--- src/rtl/debug_pkg.sv ---
// Shared request-select codes, FSM state type and word-count LUT for the debug data path.
// Used by the serializer and by the interface-side models that must agree on stream length.
package debug_pkg;

    localparam int NB_FRAME = 32;

    localparam logic [5:0] SEL_MEM_DATA       = 6'h20;
    localparam logic [5:0] SEL_MEM_INSTR      = 6'h21;
    localparam logic [5:0] SEL_PC             = 6'h22;
    localparam logic [5:0] SEL_FETCH_DATA     = 6'h24;
    localparam logic [5:0] SEL_FETCH_CTRL     = 6'h25;
    localparam logic [5:0] SEL_DECO_DATA      = 6'h26;
    localparam logic [5:0] SEL_DECO_CTRL      = 6'h27;
    localparam logic [5:0] SEL_EXEC_DATA      = 6'h28;
    localparam logic [5:0] SEL_EXEC_CTRL      = 6'h29;
    localparam logic [5:0] SEL_MEM_LATCH_DATA = 6'h2A;
    localparam logic [5:0] SEL_MEM_LATCH_CTRL = 6'h2B;
    localparam logic [5:0] IDLE_SEL           = 6'h3F;

    typedef enum logic [1:0] {
        ST_IDLE,
        ST_SEND,
        ST_EOD
    } state_e;

    // Codes 0x00..0x1F address the register file; every unlisted code streams nothing.
    function automatic logic [1:0] word_count(input logic [5:0] sel);
        logic [1:0] n;
        n = 2'd0;
        if (!sel[5]) begin
            n = 2'd1;
        end else begin
            case (sel)
                SEL_MEM_DATA, SEL_MEM_INSTR, SEL_PC:          n = 2'd1;
                SEL_FETCH_DATA, SEL_MEM_LATCH_DATA:           n = 2'd2;
                SEL_DECO_DATA, SEL_EXEC_DATA:                 n = 2'd3;
                SEL_FETCH_CTRL, SEL_DECO_CTRL,
                SEL_EXEC_CTRL, SEL_MEM_LATCH_CTRL:            n = 2'd1;
                default:                                      n = 2'd0;
            endcase
        end
        return n;
    endfunction

endpackage

--- src/rtl/debug_data_serializer.sv ---
// Snapshots a selected MIPS debug source on a one-cycle request and streams it MSB-first, one word per cycle, then a one-cycle EOD.
// Word k appears in cycle 1+k, EOD in cycle 1+N; no backpressure, requests while busy are dropped.
module debug_data_serializer #(
    parameter int NB_FRAME      = debug_pkg::NB_FRAME,
    parameter int NB_BUFFER     = 96,
    parameter int NB_ADDR_DATA  = 16,
    parameter int NB_INSTR_ADDR = 9
) (
    input  logic                     i_clock,
    input  logic                     i_reset,
    input  logic [5:0]               i_request_select,
    input  logic [NB_ADDR_DATA-1:0]  i_mem_addr,
    output logic [4:0]               o_reg_addr,
    input  logic [31:0]              i_reg_data,
    input  logic [31:0]              i_pc,
    output logic [NB_ADDR_DATA-1:0]  o_dmem_addr,
    input  logic [31:0]              i_dmem_data,
    output logic [NB_INSTR_ADDR-1:0] o_imem_addr,
    input  logic [31:0]              i_imem_data,
    input  logic [NB_BUFFER-1:0]     i_latch_fetch_data,
    input  logic [NB_BUFFER-1:0]     i_latch_fetch_ctrl,
    input  logic [NB_BUFFER-1:0]     i_latch_deco_data,
    input  logic [NB_BUFFER-1:0]     i_latch_deco_ctrl,
    input  logic [NB_BUFFER-1:0]     i_latch_exec_data,
    input  logic [NB_BUFFER-1:0]     i_latch_exec_ctrl,
    input  logic [NB_BUFFER-1:0]     i_latch_mem_data,
    input  logic [NB_BUFFER-1:0]     i_latch_mem_ctrl,
    output logic [NB_FRAME-1:0]      o_frame,
    output logic                     o_eod,
    output logic                     o_busy
);
    import debug_pkg::*;

    state_e                   state_q, state_d;
    logic [5:0]               sel_q, sel_d;
    logic [1:0]               cnt_q, cnt_d;
    logic [NB_BUFFER-1:0]     buf_q, buf_d;
    logic [4:0]               reg_addr_q, reg_addr_d;
    logic [NB_ADDR_DATA-1:0]  dmem_addr_q, dmem_addr_d;
    logic [NB_INSTR_ADDR-1:0] imem_addr_q, imem_addr_d;

    logic                     req;
    logic [1:0]               req_cnt;
    logic [NB_BUFFER-1:0]     snap;

    assign req     = (i_request_select != IDLE_SEL);
    assign req_cnt = word_count(i_request_select);

    // Single-word sources land in the top word so they leave through the same tap as latch data.
    always_comb begin
        snap = '0;
        if (!i_request_select[5]) begin
            snap = {i_reg_data, {(NB_BUFFER-32){1'b0}}};
        end else begin
            case (i_request_select)
                SEL_PC:             snap = {i_pc, {(NB_BUFFER-32){1'b0}}};
                SEL_FETCH_DATA:     snap = i_latch_fetch_data;
                SEL_FETCH_CTRL:     snap = i_latch_fetch_ctrl;
                SEL_DECO_DATA:      snap = i_latch_deco_data;
                SEL_DECO_CTRL:      snap = i_latch_deco_ctrl;
                SEL_EXEC_DATA:      snap = i_latch_exec_data;
                SEL_EXEC_CTRL:      snap = i_latch_exec_ctrl;
                SEL_MEM_LATCH_DATA: snap = i_latch_mem_data;
                SEL_MEM_LATCH_CTRL: snap = i_latch_mem_ctrl;
                default:            snap = '0;
            endcase
        end
    end

    always_comb begin
        state_d     = state_q;
        sel_d       = sel_q;
        cnt_d       = cnt_q;
        buf_d       = buf_q;
        reg_addr_d  = reg_addr_q;
        dmem_addr_d = dmem_addr_q;
        imem_addr_d = imem_addr_q;
        o_reg_addr  = reg_addr_q;
        o_dmem_addr = dmem_addr_q;
        o_imem_addr = imem_addr_q;
        o_frame     = '0;
        o_eod       = 1'b0;
        o_busy      = 1'b0;

        case (state_q)
            ST_IDLE: begin
                if (req) begin
                    sel_d   = i_request_select;
                    cnt_d   = req_cnt;
                    buf_d   = snap;
                    state_d = (req_cnt == 2'd0) ? ST_EOD : ST_SEND;
                    // Addresses go out in the request cycle so the sync RAMs return data in cycle 1.
                    if (!i_request_select[5]) begin
                        o_reg_addr = i_request_select[4:0];
                        reg_addr_d = i_request_select[4:0];
                    end
                    if (i_request_select == SEL_MEM_DATA) begin
                        o_dmem_addr = i_mem_addr;
                        dmem_addr_d = i_mem_addr;
                    end
                    if (i_request_select == SEL_MEM_INSTR) begin
                        o_imem_addr = i_mem_addr[NB_INSTR_ADDR-1:0];
                        imem_addr_d = i_mem_addr[NB_INSTR_ADDR-1:0];
                    end
                end
            end
            ST_SEND: begin
                o_busy = 1'b1;
                if (sel_q == SEL_MEM_DATA) begin
                    o_frame = i_dmem_data;
                end else if (sel_q == SEL_MEM_INSTR) begin
                    o_frame = i_imem_data;
                end else begin
                    o_frame = buf_q[NB_BUFFER-1 -: NB_FRAME];
                end
                buf_d = buf_q << NB_FRAME;
                cnt_d = cnt_q - 2'd1;
                if (cnt_q <= 2'd1) begin
                    state_d = ST_EOD;
                end
            end
            ST_EOD: begin
                o_busy  = 1'b1;
                o_eod   = 1'b1;
                cnt_d   = 2'd0;
                state_d = ST_IDLE;
            end
            default: begin
                state_d = ST_IDLE;
            end
        endcase
    end

    always_ff @(posedge i_clock or negedge i_reset) begin
        if (!i_reset) begin
            state_q     <= ST_IDLE;
            sel_q       <= IDLE_SEL;
            cnt_q       <= '0;
            buf_q       <= '0;
            reg_addr_q  <= '0;
            dmem_addr_q <= '0;
            imem_addr_q <= '0;
        end else begin
            state_q     <= state_d;
            sel_q       <= sel_d;
            cnt_q       <= cnt_d;
            buf_q       <= buf_d;
            reg_addr_q  <= reg_addr_d;
            dmem_addr_q <= dmem_addr_d;
            imem_addr_q <= imem_addr_d;
        end
    end

endmodule

--- config.mk ---
export PLATFORM = sky130hd
export DESIGN_NAME = debug_data_serializer
export DESIGN_NICKNAME = d
export VERILOG_FILES = /design/src/rtl/debug_pkg.sv /design/src/rtl/debug_data_serializer.sv
export SDC_FILE = /design/constraint.sdc
export NUM_CORES = 1
export LEC_CHECK = 0
export ABC_AREA = 1
export CAP_MARGIN = 10
export CORE_AREA = 2 2 387 389
export DETAILED_ROUTE_END_ITERATION = 10
export DIE_AREA = 0 0 389 391
export HOLD_SLACK_MARGIN = 0.03
export PLACE_DENSITY = 0.32
export SKIP_CTS_REPAIR_TIMING = 1
export SYNTH_ARGS = -nofsm -noshare
export SYNTH_HDL_FRONTEND = slang
export SYNTH_SLANG_ARGS = --single-unit
export TNS_END_PERCENT = 30
--- constraint.sdc ---
create_clock -name i_clock -period 2.2 [get_ports i_clock]
set_clock_uncertainty 0.1 [all_clocks]
set_input_delay 0.44 -clock i_clock [delete_from_list [all_inputs] [get_ports i_clock]]
set_output_delay 0.44 -clock i_clock [all_outputs]
set_load 0.005 [all_outputs]
==> metrics <==
largest net degree at the start of global routing=67; Syn. warnings=0; Syn Inst Count=2524; post-synth top area cell=nand2_1; Initial Util=9.16%; LEAKAGE=13.5 nW; multi-input logic area=9330 sq um; PwrDens=627 nW/um^2; CP required=1660 ps; DRT antenna net count=0; buffer levels on the longest clock path=2; mean post-synth cell area=5.39 sq um; Fin Hold WS=322 ps; commonest non-fill, non-tap cell in the layout=nand2_1; Port Buffer Count=983; Worst-Margin Slew=652 ps; DRT Pass-1 Iters=5; Setup TNS Final=-29630 ps; Vias=21000; largest fanout on the critical path=7; DR WL/cell=25.7 um; Hold Fails Final Rpt=0; worst hold path type=in2reg; maximum clock frequency=357 MHz; Cell Rows=142; Vert. Die Dim=391 um; # nets final=4580; CTS root buf=clkbuf_16; max_slew headroom=56.4%; design area=29500 sq um; Die X=389 um; gr usage total=18.2%; full die area=152000 sq um; Core Area=149000 sq um; H-tree levels=4; I/O pins=984; Syn Nets=3449; DRC=0; fillers=17100; status=finished with violations; P&R area growth vs syn=117%; Syn Std Cell Area=13600 sq um; Max-Cap Viols=0; pre-CTS setup slack=-1080 ps; most frequent cells in the layout=nand2_1 (1008), clkdlybuf4s50_1 (914), nand3_1 (360); DRT iter0 DRCs=942; CTS tree=yes; CP Capture Type=output pin; antenna violations before repair=60; maximum vdd drop=0.000828 V; vias per inst=3.73; layout cells sized above 1=14.5%; Synth cell types=27; placed cell area=28100 sq um; vias in the first global route=22100; GRT overflow=0; kind of launch point of the worst setup path=flop; TritonCTS Buffers=17; latest clock arrival within the worst-skew pair=510 ps; fin. max-slew vios=0; failing checks=negative setup slack; HPWL after DPL=124000 um; WHS Path Cells=4; Setup WS post-layout=-603 ps; top cells by area, synth=nand2_1 (28%), dfrtp_1 (24%), nand3_1 (13%); Seq/Total Area, Yosys=25.1%; Clk pin slew, worst setup/hold paths=70 ps; minimum clock period=2800 ps; Final period util=127%; R2R depth=10; Clock Sinks=136; register bit total from synthesis=136; final setup fails=102; routability cong.=0.852; first-pass GRT wire length=187000 um; RSZ-0062 raised after global routing=yes; WS Path Type=reg2out; Post-Route WL=145000 um; top-area cell type share of the netlist area=28.4%; crit path DAT=2260 ps; register area=3410 sq um
## worst paths after layout
path	slack, ps	from	endpoint
setup / recovery	-600	sel_q[5]	o_frame[6]
hold / removal	320	i_request_select[4]	sel_q[4]
setup reg to reg	-230	state_q[1]	buf_q[60]
hold reg to reg	380	imem_addr_q[8]	imem_addr_q[8]
max in group asynchronous	960	i_reset	dmem_addr_q[13]
min in group asynchronous	380	i_reset	buf_q[33]
## logic make-up (layout without fill, tap and decap cells)
group,after synthesis,count (layout),synth area share [%]
other,0,19,0
buffers and inverters,355,1499,10.5
multiplexers,7,7,0.579
adder cells (fa/ha/maj),5,5,0.460
AO/OA/AOI/OAI,262,262,9.69
AND/OR/NAND/NOR,1759,1759,53.7
flip-flops,136,136,25.1
## flip-flops by register name, indices dropped and copies added (netlist names)
name / flops
buf_q: 96
dmem_addr_q: 16
imem_addr_q: 9
sel_q: 6
reg_addr_q: 5
cnt_q: 2
state_q: 2
## stage by stage
| step | instances | util (%) | total power (W) |
|---|---|---|---|
| floorplan | 2524 | - | 0.00758 |
| global placement | 5541 | 18.9 | 0.0152 |
| detailed placement | 5541 | 18.9 | 0.0152 |
| CTS | 5573 | 19.3 | 0.0185 |
| global route | 5629 | 19.9 | 0.0199 |
| finish | 5631 | 19.9 | 0.0185 |
## layout make-up
cell class              instances  share of cell area [%]
well taps                    1944                    8.23
clock inverters                14                   0.546
repair buffers               1284                    44.1
multi-input cells            2033                    31.6
diodes                         19                   0.161
flip-flops and latches        136                    11.5
clock buffers                  18                    1.49
inverters                     183                    2.35
## layer usage
metal / part of all wire, % / wire [um] / vias to the layer above / global-route usage (%)
li1: - / - / 10300 / -
met1: 39 / 57100 / 9792 / 20.3
met2: 54 / 77400 / 693 / 34.6
met3: 5.1 / 7450 / 130 / 3.83
met4: 1.8 / 2540 / 20 / 4.89
met5: 0.075 / 109 / - / 0
## worst max-delay path, cell delays in order, from the launching register on
cell and delay (ps):
dfstp_2 530, inv_2 40, buf_6 110, nor4_4 310, buf_4 200, clkbuf_16 140, buf_8 110, a21oi_1 60
o21ai_1 90, inv_1 60, buf_6 120
## report_power, final
| group | leakage [nW] | total, W | switching, W | internal (W) |
|---|---|---|---|---|
| clock network | 0.290 | 0.00319 | 0.00147 | 0.00172 |
| registers | 1.73 | 0.00422 | 0.000763 | 0.00346 |
| logic | 11.5 | 0.0111 | 0.00602 | 0.00510 |
| total | 13.5 | 0.0185 | 0.00825 | 0.0103 |
## Yosys cell counts, drive strengths merged
cell type  number
nor4            1
ha              5
nand4          71
a21oi         141
o211ai          1
inv           183
nor2          289
o21ai         118
buf            79
a31oi           1
a22oi           1
nand2        1031
dfrtp         130
nor3            5
nand3         362
dfstp           6
clkbuf         93
mux2            7
(Power assumes the default switching activity.)
